$ cat src/rtl/seq_driver.sv
// Vector-table sequencer for a sequence detector: clears the detector, plays a
// loaded table of {i1,i2,i3,i4} vectors with a programmable dwell, then checks its end state.
module seq_driver #(
    parameter int unsigned END_CODE   = 4100,
    parameter int unsigned CLR_CYCLES = 2,
    parameter int unsigned DEPTH      = 16
) (
    input  logic        clk,
    input  logic        reset,
    input  logic        start,
    input  logic        abort,
    input  logic        load_en,
    input  logic [3:0]  load_addr,
    input  logic [3:0]  load_data,
    input  logic [3:0]  num_steps,
    input  logic [7:0]  dwell,
    input  logic [16:0] det_state,
    output logic        det_reset,
    output logic        i1,
    output logic        i2,
    output logic        i3,
    output logic        i4,
    output logic        busy,
    output logic        done,
    output logic        pass,
    output logic [3:0]  step_idx
);

    typedef enum logic [1:0] {
        IDLE,
        CLEAR,
        DRIVE,
        FINISH
    } state_t;

    localparam logic [3:0]  CLR_LOAD = 4'(CLR_CYCLES - 1);
    localparam logic [16:0] END_VAL  = 17'(END_CODE);

    state_t      state_q, state_n;
    logic [3:0]  clr_q, clr_n;
    logic [7:0]  dcnt_q, dcnt_n;
    logic [3:0]  steps_q, steps_n;
    logic [7:0]  dwell_q, dwell_n;
    logic [3:0]  step_q, step_n;
    logic [3:0]  vec_q, vec_n;
    logic        busy_q, busy_n;
    logic        done_q, done_n;
    logic        pass_q, pass_n;
    logic        drst_q, drst_n;
    logic [3:0]  tbl [DEPTH];

    // Table is only writable while idle, so a run always plays a stable table.
    always_ff @(posedge clk or posedge reset) begin
        if (reset) begin
            for (int unsigned k = 0; k < DEPTH; k++) begin
                tbl[k] <= '0;
            end
        end else if (load_en && (state_q == IDLE)) begin
            tbl[load_addr] <= load_data;
        end
    end

    always_ff @(posedge clk or posedge reset) begin
        if (reset) begin
            state_q <= IDLE;
            clr_q   <= '0;
            dcnt_q  <= '0;
            steps_q <= '0;
            dwell_q <= '0;
            step_q  <= '0;
            vec_q   <= '0;
            busy_q  <= 1'b0;
            done_q  <= 1'b0;
            pass_q  <= 1'b0;
            drst_q  <= 1'b1;
        end else begin
            state_q <= state_n;
            clr_q   <= clr_n;
            dcnt_q  <= dcnt_n;
            steps_q <= steps_n;
            dwell_q <= dwell_n;
            step_q  <= step_n;
            vec_q   <= vec_n;
            busy_q  <= busy_n;
            done_q  <= done_n;
            pass_q  <= pass_n;
            drst_q  <= drst_n;
        end
    end

    // Outputs are registered: each branch computes the values seen in the next state.
    always_comb begin
        state_n = state_q;
        clr_n   = clr_q;
        dcnt_n  = dcnt_q;
        steps_n = steps_q;
        dwell_n = dwell_q;
        step_n  = step_q;
        vec_n   = vec_q;
        busy_n  = busy_q;
        done_n  = 1'b0;
        pass_n  = pass_q;
        drst_n  = 1'b0;

        unique case (state_q)
            IDLE: begin
                if (start && !abort) begin
                    state_n = CLEAR;
                    steps_n = num_steps;
                    dwell_n = (dwell == '0) ? 8'd1 : dwell;
                    clr_n   = CLR_LOAD;
                    step_n  = '0;
                    vec_n   = '0;
                    busy_n  = 1'b1;
                    pass_n  = 1'b0;
                    drst_n  = 1'b1;
                end
            end
            CLEAR: begin
                if (abort) begin
                    state_n = IDLE;
                    vec_n   = '0;
                    step_n  = '0;
                    busy_n  = 1'b0;
                    pass_n  = 1'b0;
                end else if (clr_q != '0) begin
                    clr_n  = clr_q - 4'd1;
                    drst_n = 1'b1;
                end else if (steps_q == '0) begin
                    state_n = FINISH;
                    done_n  = 1'b1;
                end else begin
                    state_n = DRIVE;
                    step_n  = '0;
                    vec_n   = tbl[0];
                    dcnt_n  = dwell_q - 8'd1;
                end
            end
            DRIVE: begin
                if (abort) begin
                    state_n = IDLE;
                    vec_n   = '0;
                    step_n  = '0;
                    busy_n  = 1'b0;
                    pass_n  = 1'b0;
                end else if (dcnt_q != '0) begin
                    dcnt_n = dcnt_q - 8'd1;
                end else if (step_q == steps_q - 4'd1) begin
                    state_n = FINISH;
                    done_n  = 1'b1;
                end else begin
                    step_n = step_q + 4'd1;
                    vec_n  = tbl[step_q + 4'd1];
                    dcnt_n = dwell_q - 8'd1;
                end
            end
            FINISH: begin
                state_n = IDLE;
                busy_n  = 1'b0;
                pass_n  = (det_state == END_VAL);
            end
            default: begin
                state_n = IDLE;
            end
        endcase
    end

    assign det_reset        = drst_q;
    assign {i1, i2, i3, i4} = vec_q;
    assign busy             = busy_q;
    assign done             = done_q;
    assign pass             = pass_q;
    assign step_idx         = step_q;

endmodule

$ cat config.mk
export PLATFORM = sky130hd
export DESIGN_NAME = seq_driver
export DESIGN_NICKNAME = d
export VERILOG_FILES = /design/src/rtl/seq_driver.sv
export SDC_FILE = /design/constraint.sdc
export NUM_CORES = 1
export LEC_CHECK = 0
export ABC_AREA = 1
export CAP_MARGIN = 20
export CORE_ASPECT_RATIO = 0.6
export CORE_UTILIZATION = 40
export DETAILED_ROUTE_END_ITERATION = 16
export MAX_ROUTING_LAYER = met4
export SLEW_MARGIN = 40
export SYNTH_ARGS = -nofsm -noshare
export SYNTH_HDL_FRONTEND = slang
export SYNTH_SLANG_ARGS = --single-unit
$ cat constraint.sdc
create_clock -name clk -period 4.88 [get_ports clk]
set_clock_uncertainty 0.15 [all_clocks]
set_input_delay 0.976 -clock clk [delete_from_list [all_inputs] [get_ports clk]]
set_output_delay 0.976 -clock clk [all_outputs]
set_load 0.05 [all_outputs]
==> results of run 1 <==
## cell usage in the layout (no fill, tap or decap), types with 2 or more instances in the layout
cell             instances
nand2_1                244
nand3b_1                 3
o22ai_1                  2
a21oi_1                 11
nor4_1                   4
inv_1                   81
nand3_1                 59
a21oi_4                  3
xnor2_1                  3
clkbuf_16                9
dfrtp_1                101
xor2_1                  11
nand4_1                  6
nor3_1                   5
nor2_4                   4
nor2_1                  43
inv_2                    8
clkinv_4                 2
clkdlybuf4s50_1         53
o21ai_1                 12
buf_4                    3
o21ai_0                 81
ha_1                    11
nor2_2                   3
nand2_2                  2
bufinv_16                2
## critical path, delay by kind of cell (launching register included)
kind / cells / cell delay, ns
flip-flops: 1 / 0.35
buffers and inverters: 2 / 1.28
## cells by family after synthesis
family / count (synthesis) / share of synthesized area
buffers and inverters: 109 / 0.0814
DFF: 102 / 0.464
xor gates and xnor gates: 15 / 0.0252
AOI/OAI and AO/OA: 112 / 0.110
adders and majority gates: 11 / 0.0250
and+or+nand+nor: 379 / 0.294
## cells in the mapped netlist
| library cell | n |
|---|---|
| xor2_2 | 1 |
| nor4b_1 | 1 |
| o21ai_2 | 1 |
| nor2_4 | 4 |
| dfstp_2 | 1 |
| xor2_1 | 11 |
| nand2_2 | 2 |
| and3_1 | 1 |
| nor3_1 | 5 |
| and2_1 | 1 |
| nand4_4 | 1 |
| nand3_1 | 60 |
| a21oi_1 | 11 |
| nor4_1 | 4 |
| dfrtp_1 | 101 |
| inv_2 | 7 |
| o22ai_1 | 2 |
| nand2_4 | 1 |
| o21ai_0 | 81 |
| xnor2_1 | 3 |
| inv_1 | 83 |
| buf_6 | 1 |
| buf_2 | 10 |
| nor2_2 | 3 |
| o211ai_1 | 1 |
| o21ai_1 | 12 |
| nand2_1 | 244 |
| nand4_1 | 6 |
| a21oi_2 | 1 |
| a21oi_4 | 3 |
| nor2_1 | 43 |
| buf_4 | 2 |
| nand3b_1 | 3 |
| clkbuf_1 | 5 |
| ha_1 | 11 |
| buf_8 | 1 |
## metal layers
| layer | global-route usage | vias to the layer above | share of wire |
|---|---|---|---|
| li1 | - | 2412 | - |
| met3 | 0.0491 | 9 | 0.063 |
| met2 | 0.303 | 120 | 0.40 |
| met5 | - | - | 0 |
| met1 | 0.329 | 2255 | 0.53 |
| met4 | 0.0400 | 0 | 0.0049 |
## per-stage QoR
step           instance area [um2]  total power, mW
6_report                      6490             3.81
5_1_grt                       6490             4.15
4_1_cts                       6490             3.84
3_5_place_dp                  6160             3.04
3_3_place_gp                  6160             2.97
2_1_floorplan                 5500             2.65
## worst max path at each step
stage | startpoint | end | slack, ns | cells after the start
final | step_idx[0]$_DFFE_PP0P_ | step_idx[0] | 1.78 | 2
after detailed placement | abort | dwell_q[0]$_DFFE_PP0P_ | 1.88 | 5
after global routing | step_idx[0]$_DFFE_PP0P_ | step_idx[0] | 1.72 | 2
after floorplan | reset | busy$_DFFE_PP0P_ | 1.08 | 1
after CTS | step_idx[0]$_DFFE_PP0P_ | step_idx[0] | 1.77 | 2
after global placement | abort | dwell_q[0]$_DFFE_PP0P_ | 1.92 | 5
## registers in the layout, summed over array words and instances, names as in the netlist
| register | count |
|---|---|
| tbl | 64 |
| dcnt_q | 8 |
| vec_q | 4 |
| pass | 1 |
| det_reset | 1 |
| clr_q | 4 |
| dwell_q | 8 |
| state_q | 2 |
| busy | 1 |
| step_idx | 4 |
| done | 1 |
| steps_q | 4 |
## area by class of cell
class	count	area (um2)	area share
Inverter	90	340	0.0524
Timing Repair Buffer	56	553	0.0852
Sequential cell	102	2550	0.393
Clock inverter	5	82.6	0.0127
Multi-Input combinational cell	517	2510	0.386
Clock buffer	11	243	0.0374
Tap cell	170	213	0.0328
## power by group
part	internal, mW	switching, mW
Sequential	1.23	0.230
Combinational	0.568	1.01
Clock	0.465	0.316
Total	2.26	1.55
==> qor.csv, run 1 <==
stage,metric,value,unit
clock_tree,path_clk_slew,0.07,ns
clock_tree,cts_resized,0,
floorplan,std_cell_rows,32,
synth,syn_avg_cell_area,7.56,um2
timing,tns,0,ns
clock_tree,cts_root_buffer,clkbuf_16,
setup_path,crit_path_end_kind,primary output,
timing,setup_viol,0,
route,drtIter0Drc,363,
timing,whs,0.329,ns
synth,ys_seq_elements,102,
floorplan,io_pins,54,
setup_path,crit_arrival,1.97,ns
clock_tree,cts.sinks,102,
route,wirelength,14200,um
route,avgRoutedWirePerCell,14.9,um
setup_path,crit_path_cell_trace,buf_4 -> clkdlybuf4s50_1,
setup_path,rr_startpoint,step_idx[1]$_DFFE_PP0P_,
synth,yosys.area.top_type,dfrtp_1,
worst_hold_path,whs_path_depth,2,
setup_path,critPathMaxStageDelay,0.89,ns
synth,ys_seq_area_frac,0.464,
setup_path,reg2reg_slack,2.15,ns
setup_path,critPathSlowestCell,clkdlybuf4s50_1,
timing,fin_crit,3.10,ns
synth,synth_area,0.00550,mm2
global_routing,antenna_found_initial,0,
power,leakage,3.14,nW
placement,place_worst_setup_slack,1.88,ns
global_routing,track_usage,0.220,
clock_tree,cts_max_level,3,
layout,antenna_cells,0,
route,ant_nets,0,
synth,yosysTopAreaCellShare,0.459,
floorplan,dieArea,0.0142,mm2
synth,synth_cell_type_count,36,
layout,final_core_util,0.494,
setup_path,start_kind,register,
clock_tree,cts_tree,done,
global_routing,first_global_vias,4580,
route,vias,4796,
setup_path,reg2reg_depth,11,
clock_tree,cts_max_path_buffers,2,
setup_path,critical_path_class,register to primary output,
synth,synth_area_leaders,"dfrtp_1 46%, nand2_1 17%, o21ai_0 7.4%, inv_1 5.7%, nand3_1 5.5%",
setup_path,critPathRequiredTime,3.75,ns
timing,fmax,0.323,GHz
timing,finalCritPeriodShare,0.635,
floorplan,initial_utilization,0.419,
floorplan,die_x,153,um
route,firstDrtPassIters,5,
timing,relSlewSlack,0.509,
clock_tree,cts_hold_buf,0,
synth,ys_warn_count,0,
worst_hold_path,min_from,dcnt_q[0]$_DFFE_PP0P_,
layout,fin_nets,829,
power,ir_drop,0.000237,V
layout,nFillCells,1284,
layout,stdcell_count,951,
timing,fin_ws,1.78,ns
global_routing,gr-total-overflow,0,
placement,dp.cells,935,
worst_hold_path,min_path_type,register to register,
worst_hold_path,hold_path_end,dcnt_q[0]$_DFFE_PP0P_,
synth,syn_nets,781,
clock_tree,clk_latency,0.34,ns
timing,final_max_slew_viol_count,0,
global_routing,grt_pass1_wl,23800,um
job,cap_violations,0,
timing,hold_viol,0,
route,viasPerCell,5.04,
floorplan,die_h,92.9,um
placement,io_buffers,53,
placement,gp_congestion,0.878,
timing,rsz0062_at_grt,no,
run_status,outcome,"finished, final reports clean",
setup_path,path_max_fanout,37,
clock_tree,cts_buffers,9,
layout,syn2layout_area_growth,18.0,%
route,drt_drc_violations_left,0,
placement,post-dp-hpwl,10500,um
synth,synthCells,728,
clock_tree,cts_setup_buffers,0,
power,power_density,588,mW/mm2
global_routing,grt_max_degree,53,
floorplan,design.core.area,0.0131,mm2
layout,drive_above_1_share,0.0589,
timing,worst_pin_slew,0.731,ns
setup_path,r2r_end,vec_q[0]$_DFFE_PP0P_,
Power figures use the tool's default switching activity.
==> run 2: changes to the inputs <==
==> constraint.sdc (replaced) <==
create_clock -name clk -period 3.02 [get_ports clk]
set_clock_uncertainty 0.15 [all_clocks]
set_input_delay 0.604 -clock clk [delete_from_list [all_inputs] [get_ports clk]]
set_output_delay 0.604 -clock clk [all_outputs]
set_load 0.05 [all_outputs]
==> run 2 against run 1 <==
  * Sequential power rose by 62%
  * Largest power group unchanged
  * Critical path type unchanged
  * Wire length rose by 1.6%
  * Largest cell class unchanged
  * Final area is essentially flat
  * Sequential cell count unchanged
  * Via count rose by 0.65%
==> qor.csv, run 2 (synthesis results as in run 1) <==
stage,metric,value,unit
clock_tree,cts_setup_buffers,0,
setup_path,crit_path_cell_trace,clkdlybuf4s50_1,
clock_tree,cts_buffers,9,
timing,tns,0,ns
layout,regMostFlops,tbl,
placement,post-dp-hpwl,10600,um
power,p_seq_frac,0.387,
global_routing,track_usage,0.222,
timing,worst_pin_slew,0.733,ns
clock_tree,cts_hold_buf,0,
clock_tree,clk_latency,0.35,ns
layout,final_cell_mix,"244 x nand2_1, 101 x dfrtp_1, 82 x inv_1",
layout,syn2layout_area_growth,18.1,%
route,vias,4827,
timing,finalCritPeriodShare,0.829,
power,p_total,6.12,mW
clock_tree,cts_root_buffer,clkbuf_16,
layout,top_regs,"tbl x64, dcnt_q x8, dwell_q x8",
global_routing,use_met3,0.0510,
timing,relSlewSlack,0.508,
global_routing,top_usage_layer,met1,
power,p_sw_frac,0.418,
setup_path,critPathSlowestCell,clkdlybuf4s50_1,
layout,drive_above_1_share,0.0625,
route,avgRoutedWirePerCell,15.1,um
setup_path,crit_arrival,1.75,ns
global_routing,antenna_found_initial,0,
route,viasPerCell,5.06,
timing,fin_crit,2.50,ns
setup_path,crit_path_end_kind,primary output,
timing,hold_viol,0,
clock_tree,cts_max_path_buffers,2,
global_routing,grt_use_met2,0.299,
layout,largest_reg_flops,64,
power,p_comb_frac,0.417,
timing,setup_viol,0,
route,ant_nets,0,
setup_path,reg2reg_slack,0.63,ns
setup_path,crit_buf_inv,1,
job,cap_violations,0,
layout,nFillCells,1283,
setup_path,critPathRequiredTime,2.27,ns
floorplan,initial_utilization,0.419,
power,leakage,3.14,nW
layout,antenna_cells,0,
clock_tree,cts.sinks,102,
worst_hold_path,min_path_type,register to register,
setup_path,path_max_fanout,7,
setup_path,critical_path_class,register to primary output,
floorplan,design.core.area,0.0131,mm2
placement,gp_congestion,0.870,
power,power.switching,2.56,mW
route,drt_drc_violations_left,0,
layout,fin_nets,832,
floorplan,die_h,92.9,um
global_routing,grt_pass1_wl,23700,um
global_routing,globalRouteMet1Util,0.330,
layout,layout_commonest_cell,nand2_1,
power,power_density,942,mW/mm2
timing,rsz0062_at_grt,no,
setup_path,start_kind,register,
floorplan,die_x,153,um
power,power.internal,3.56,mW
power,p_clk_frac,0.196,
clock_tree,cts_tree,done,
global_routing,first_global_vias,4671,
timing,fmax,0.399,GHz
clock_tree,cts_resized,0,
run_status,outcome,"finished, final reports clean",
route,wirelength,14400,um
clock_tree,path_clk_slew,0.07,ns
power,ir_drop,0.000367,V
global_routing,gr-total-overflow,0,
route,drtIter0Drc,388,
setup_path,critical-path-top-delay-family,buffers and inverters,
setup_path,critPathMaxStageDelay,0.89,ns
floorplan,io_pins,54,
clock_tree,cts_max_level,3,
floorplan,dieArea,0.0142,mm2
global_routing,grt_max_degree,83,
timing,final_max_slew_viol_count,0,
floorplan,std_cell_rows,32,
route,firstDrtPassIters,5,
placement,io_buffers,53,
[run 2: per-layer routing]
metal  share of wire  vias up
met5               0        -
met4          0.0072        0
met3           0.066        8
met2            0.41      140
met1            0.52     2250
li1                -     2429
[run 2: area by class of cell]
cell class / instances / area [um2] / area share
Clock buffer: 9 / 225 / 0.0347
Multi-Input combinational cell: 517 / 2500 / 0.385
Inverter: 90 / 342 / 0.0526
Tap cell: 170 / 213 / 0.0327
Clock inverter: 7 / 77.6 / 0.0119
Sequential cell: 102 / 2550 / 0.393
Timing Repair Buffer: 59 / 586 / 0.0901
[run 2: per-stage QoR]
stage	cells	cell area [um2]	utilization	setup WS [ns]	hold WS (ns)
6_report	954	6500	0.495	0.515	0.328
3_5_place_dp	938	6190	0.472	0.559	0.317
2_1_floorplan	728	5510	-	0.870	0.292
4_1_cts	954	6500	0.495	0.503	0.332
5_1_grt	954	6500	0.495	0.344	0.350
3_3_place_gp	938	6190	0.472	0.555	0.304
[run 2: power groups by stage]
stage / registers, mW / clock network, mW / logic, mW
5_1_grt: 2.45 / 1.28 / 2.94
3_3_place_gp: 2.37 / 0 / 2.47
6_report: 2.37 / 1.20 / 2.55
3_5_place_dp: 2.38 / 0 / 2.55
4_1_cts: 2.36 / 1.23 / 2.56
2_1_floorplan: 2.39 / 0 / 1.89
[run 2: final timing paths]
| kind | cells after the start | to | startpoint |
|---|---|---|---|
| max | 1 | step_idx[2] | step_idx[2]$_DFFE_PP0P_ |
| min in group asynchronous | 3 | tbl[21]$_DFFE_PP0P_ | reset |
| min | 2 | dcnt_q[0]$_DFFE_PP0P_ | dcnt_q[0]$_DFFE_PP0P_ |
| max in group asynchronous | 3 | det_reset$_DFF_PP1_ | reset |
| min reg2reg | 2 | dcnt_q[0]$_DFFE_PP0P_ | dcnt_q[0]$_DFFE_PP0P_ |
| max reg2reg | 11 | vec_q[0]$_DFFE_PP0P_ | step_idx[0]$_DFFE_PP0P_ |
==> run 3: changes to the inputs <==
==> constraint.sdc (replaced) <==
create_clock -name clk -period 2.4 [get_ports clk]
set_clock_uncertainty 0.15 [all_clocks]
set_input_delay 0.48 -clock clk [delete_from_list [all_inputs] [get_ports clk]]
set_output_delay 0.48 -clock clk [all_outputs]
set_load 0.05 [all_outputs]
==> run 3 against run 2 <==
  * Global-route usage shrank 0.057 points
  * Sequential power increased by 26%
  * Clock-buffer cell count unchanged
  * Non-clock buffer count up 10
  * Final cell count grew 1.0%
  * Critical endpoint is now det_reset
  * Largest cell class unchanged
  * Largest power group unchanged
==> qor.csv, run 3 (synthesis results as in run 1) <==
stage,metric,value,unit
clock_tree,path_clk_slew,0.08,ns
timing,fmax,0.438,GHz
setup_path,reg2reg_depth,13,
clock_tree,cts_setup_buffers,0,
clock_tree,cts_resized,0,
timing,fin_ws,0.117,ns
timing,finalCritPeriodShare,0.951,
power,leakage,3.20,nW
route,ant_nets,0,
placement,place_worst_setup_slack,0.0473,ns
timing,rsz0062_at_grt,no,
setup_path,reg2reg_slack,0.27,ns
route,drt_drc_violations_left,0,
floorplan,design.core.area,0.0131,mm2
clock_tree,cts_max_level,3,
floorplan,die_x,153,um
timing,fin_crit,2.28,ns
worst_hold_path,whs_path_depth,2,
setup_path,start_kind,register,
setup_path,critPathMaxStageDelay,0.79,ns
setup_path,critPathSlowestCell,clkdlybuf4s50_1,
clock_tree,cts_tree,done,
global_routing,antenna_found_initial,0,
layout,antenna_cells,0,
floorplan,initial_utilization,0.419,
route,wirelength,14300,um
power,ir_drop,0.000435,V
layout,drive_above_1_share,0.0768,
clock_tree,clk_latency,0.35,ns
setup_path,crit_buf_inv,1,
setup_path,rr_startpoint,step_idx[0]$_DFFE_PP0P_,
setup_path,critPathRequiredTime,1.77,ns
route,vias,4811,
route,firstDrtPassIters,5,
clock_tree,cts_max_path_buffers,2,
global_routing,first_global_vias,4543,
floorplan,std_cell_rows,32,
run_status,outcome,"finished, final reports clean",
layout,fin_nets,842,
power,power_density,1170,mW/mm2
clock_tree,cts_root_buffer,clkbuf_16,
clock_tree,cts_buffers,9,
worst_hold_path,min_path_type,register to register,
setup_path,critical-path-top-delay-family,buffers and inverters,
timing,tns,0,ns
placement,io_buffers,53,
route,viasPerCell,4.99,
global_routing,grt_max_degree,103,
clock_tree,cts_hold_buf,0,
setup_path,crit_path_cell_trace,clkdlybuf4s50_1,
layout,syn2layout_area_growth,19.8,%
clock_tree,cts.sinks,102,
route,drtIter0Drc,315,
global_routing,track_usage,0.221,
worst_hold_path,hold_path_end,pass$_DFFE_PP0P_,
timing,hold_viol,0,
setup_path,r2r_end,vec_q[1]$_DFFE_PP0P_,
global_routing,gr-total-overflow,0,
layout,largest_reg_flops,64,
setup_path,path_max_fanout,1,
timing,relSlewSlack,0.620,
timing,final_max_slew_viol_count,0,
floorplan,dieArea,0.0142,mm2
worst_hold_path,min_from,pass$_DFFE_PP0P_,
placement,gp_congestion,0.898,
setup_path,crit_path_end_kind,primary output,
floorplan,io_pins,54,
placement,post-dp-hpwl,10400,um
setup_path,critical_path_class,register to primary output,
global_routing,grt_pass1_wl,23700,um
job,cap_violations,0,
layout,layout_commonest_cell,nand2_1,
route,avgRoutedWirePerCell,14.8,um
setup_path,crit_arrival,1.65,ns
layout,top_regs,"tbl x64, dcnt_q x8, dwell_q x8",
layout,regMostFlops,tbl,
timing,worst_pin_slew,0.570,ns
floorplan,die_h,92.9,um
timing,setup_viol,0,
layout,final_cell_mix,"244 x nand2_1, 101 x dfrtp_1, 82 x inv_1",
run 3: cell count changes in the layout (fill, tap and decap cells not counted):
| cell | delta |
|---|---|
| nor2_2 | +1 |
| nor2_1 | -1 |
| clkinv_4 | +2 |
| buf_4 | +9 |
| nor3_2 | +1 |
| inv_6 | -1 |
| nor3_1 | -1 |
| buf_12 | +1 |
| clkinvlp_4 | -1 |
run 3: cell type report:
class,count,area [um2]
clock buffer,9,225
clock inverter,7,78.8
fill,1289,6540
inverter,90,342
multi-input combinational,517,2510
sequential,102,2550
tap,170,213
timing repair buffer,69,673
run 3: worst max-delay path by stage:
stage | to | cells after the start | start | slack, ns
after CTS | det_reset | 1 | det_reset$_DFF_PP1_ | 0.10
final | det_reset | 1 | det_reset$_DFF_PP1_ | 0.12
after global routing | vec_q[3]$_DFFE_PP0P_ | 9 | step_idx[0]$_DFFE_PP0P_ | 0.02
after global placement | tbl[47]$_DFFE_PP0P_ | 6 | load_addr[2] | 0.13
after detailed placement | tbl[39]$_DFFE_PP0P_ | 6 | load_addr[2] | 0.05
after floorplan | vec_q[0]$_DFFE_PP0P_ | 11 | step_idx[1]$_DFFE_PP0P_ | 0.25
run 3: per-layer routing:
metal / up-vias / track usage / routed length [um]
met3: 11 / 0.0454 / 788
met4: 0 / 0.0483 / 93
met5: - / - / 0
li1: 2437 / - / -
met2: 117 / 0.289 / 5750
met1: 2246 / 0.341 / 7630
run 3: report_power, final:
part / internal, mW / switching, mW
sequential: 2.50 / 0.499
clock: 0.822 / 0.687
combinational: 1.19 / 2.04
run 3: per-stage QoR:
stage | power, mW | cell area, um2 | std cells | hold WS [ns] | utilization
floorplan | 5.39 | 5510 | 728 | 0.292 | -
global placement | 6.13 | 6280 | 948 | 0.308 | 0.478
detailed placement | 6.24 | 6280 | 948 | 0.316 | 0.478
CTS | 7.79 | 6590 | 964 | 0.333 | 0.502
global route | 8.41 | 6590 | 964 | 0.362 | 0.502
finish | 7.74 | 6590 | 964 | 0.333 | 0.502
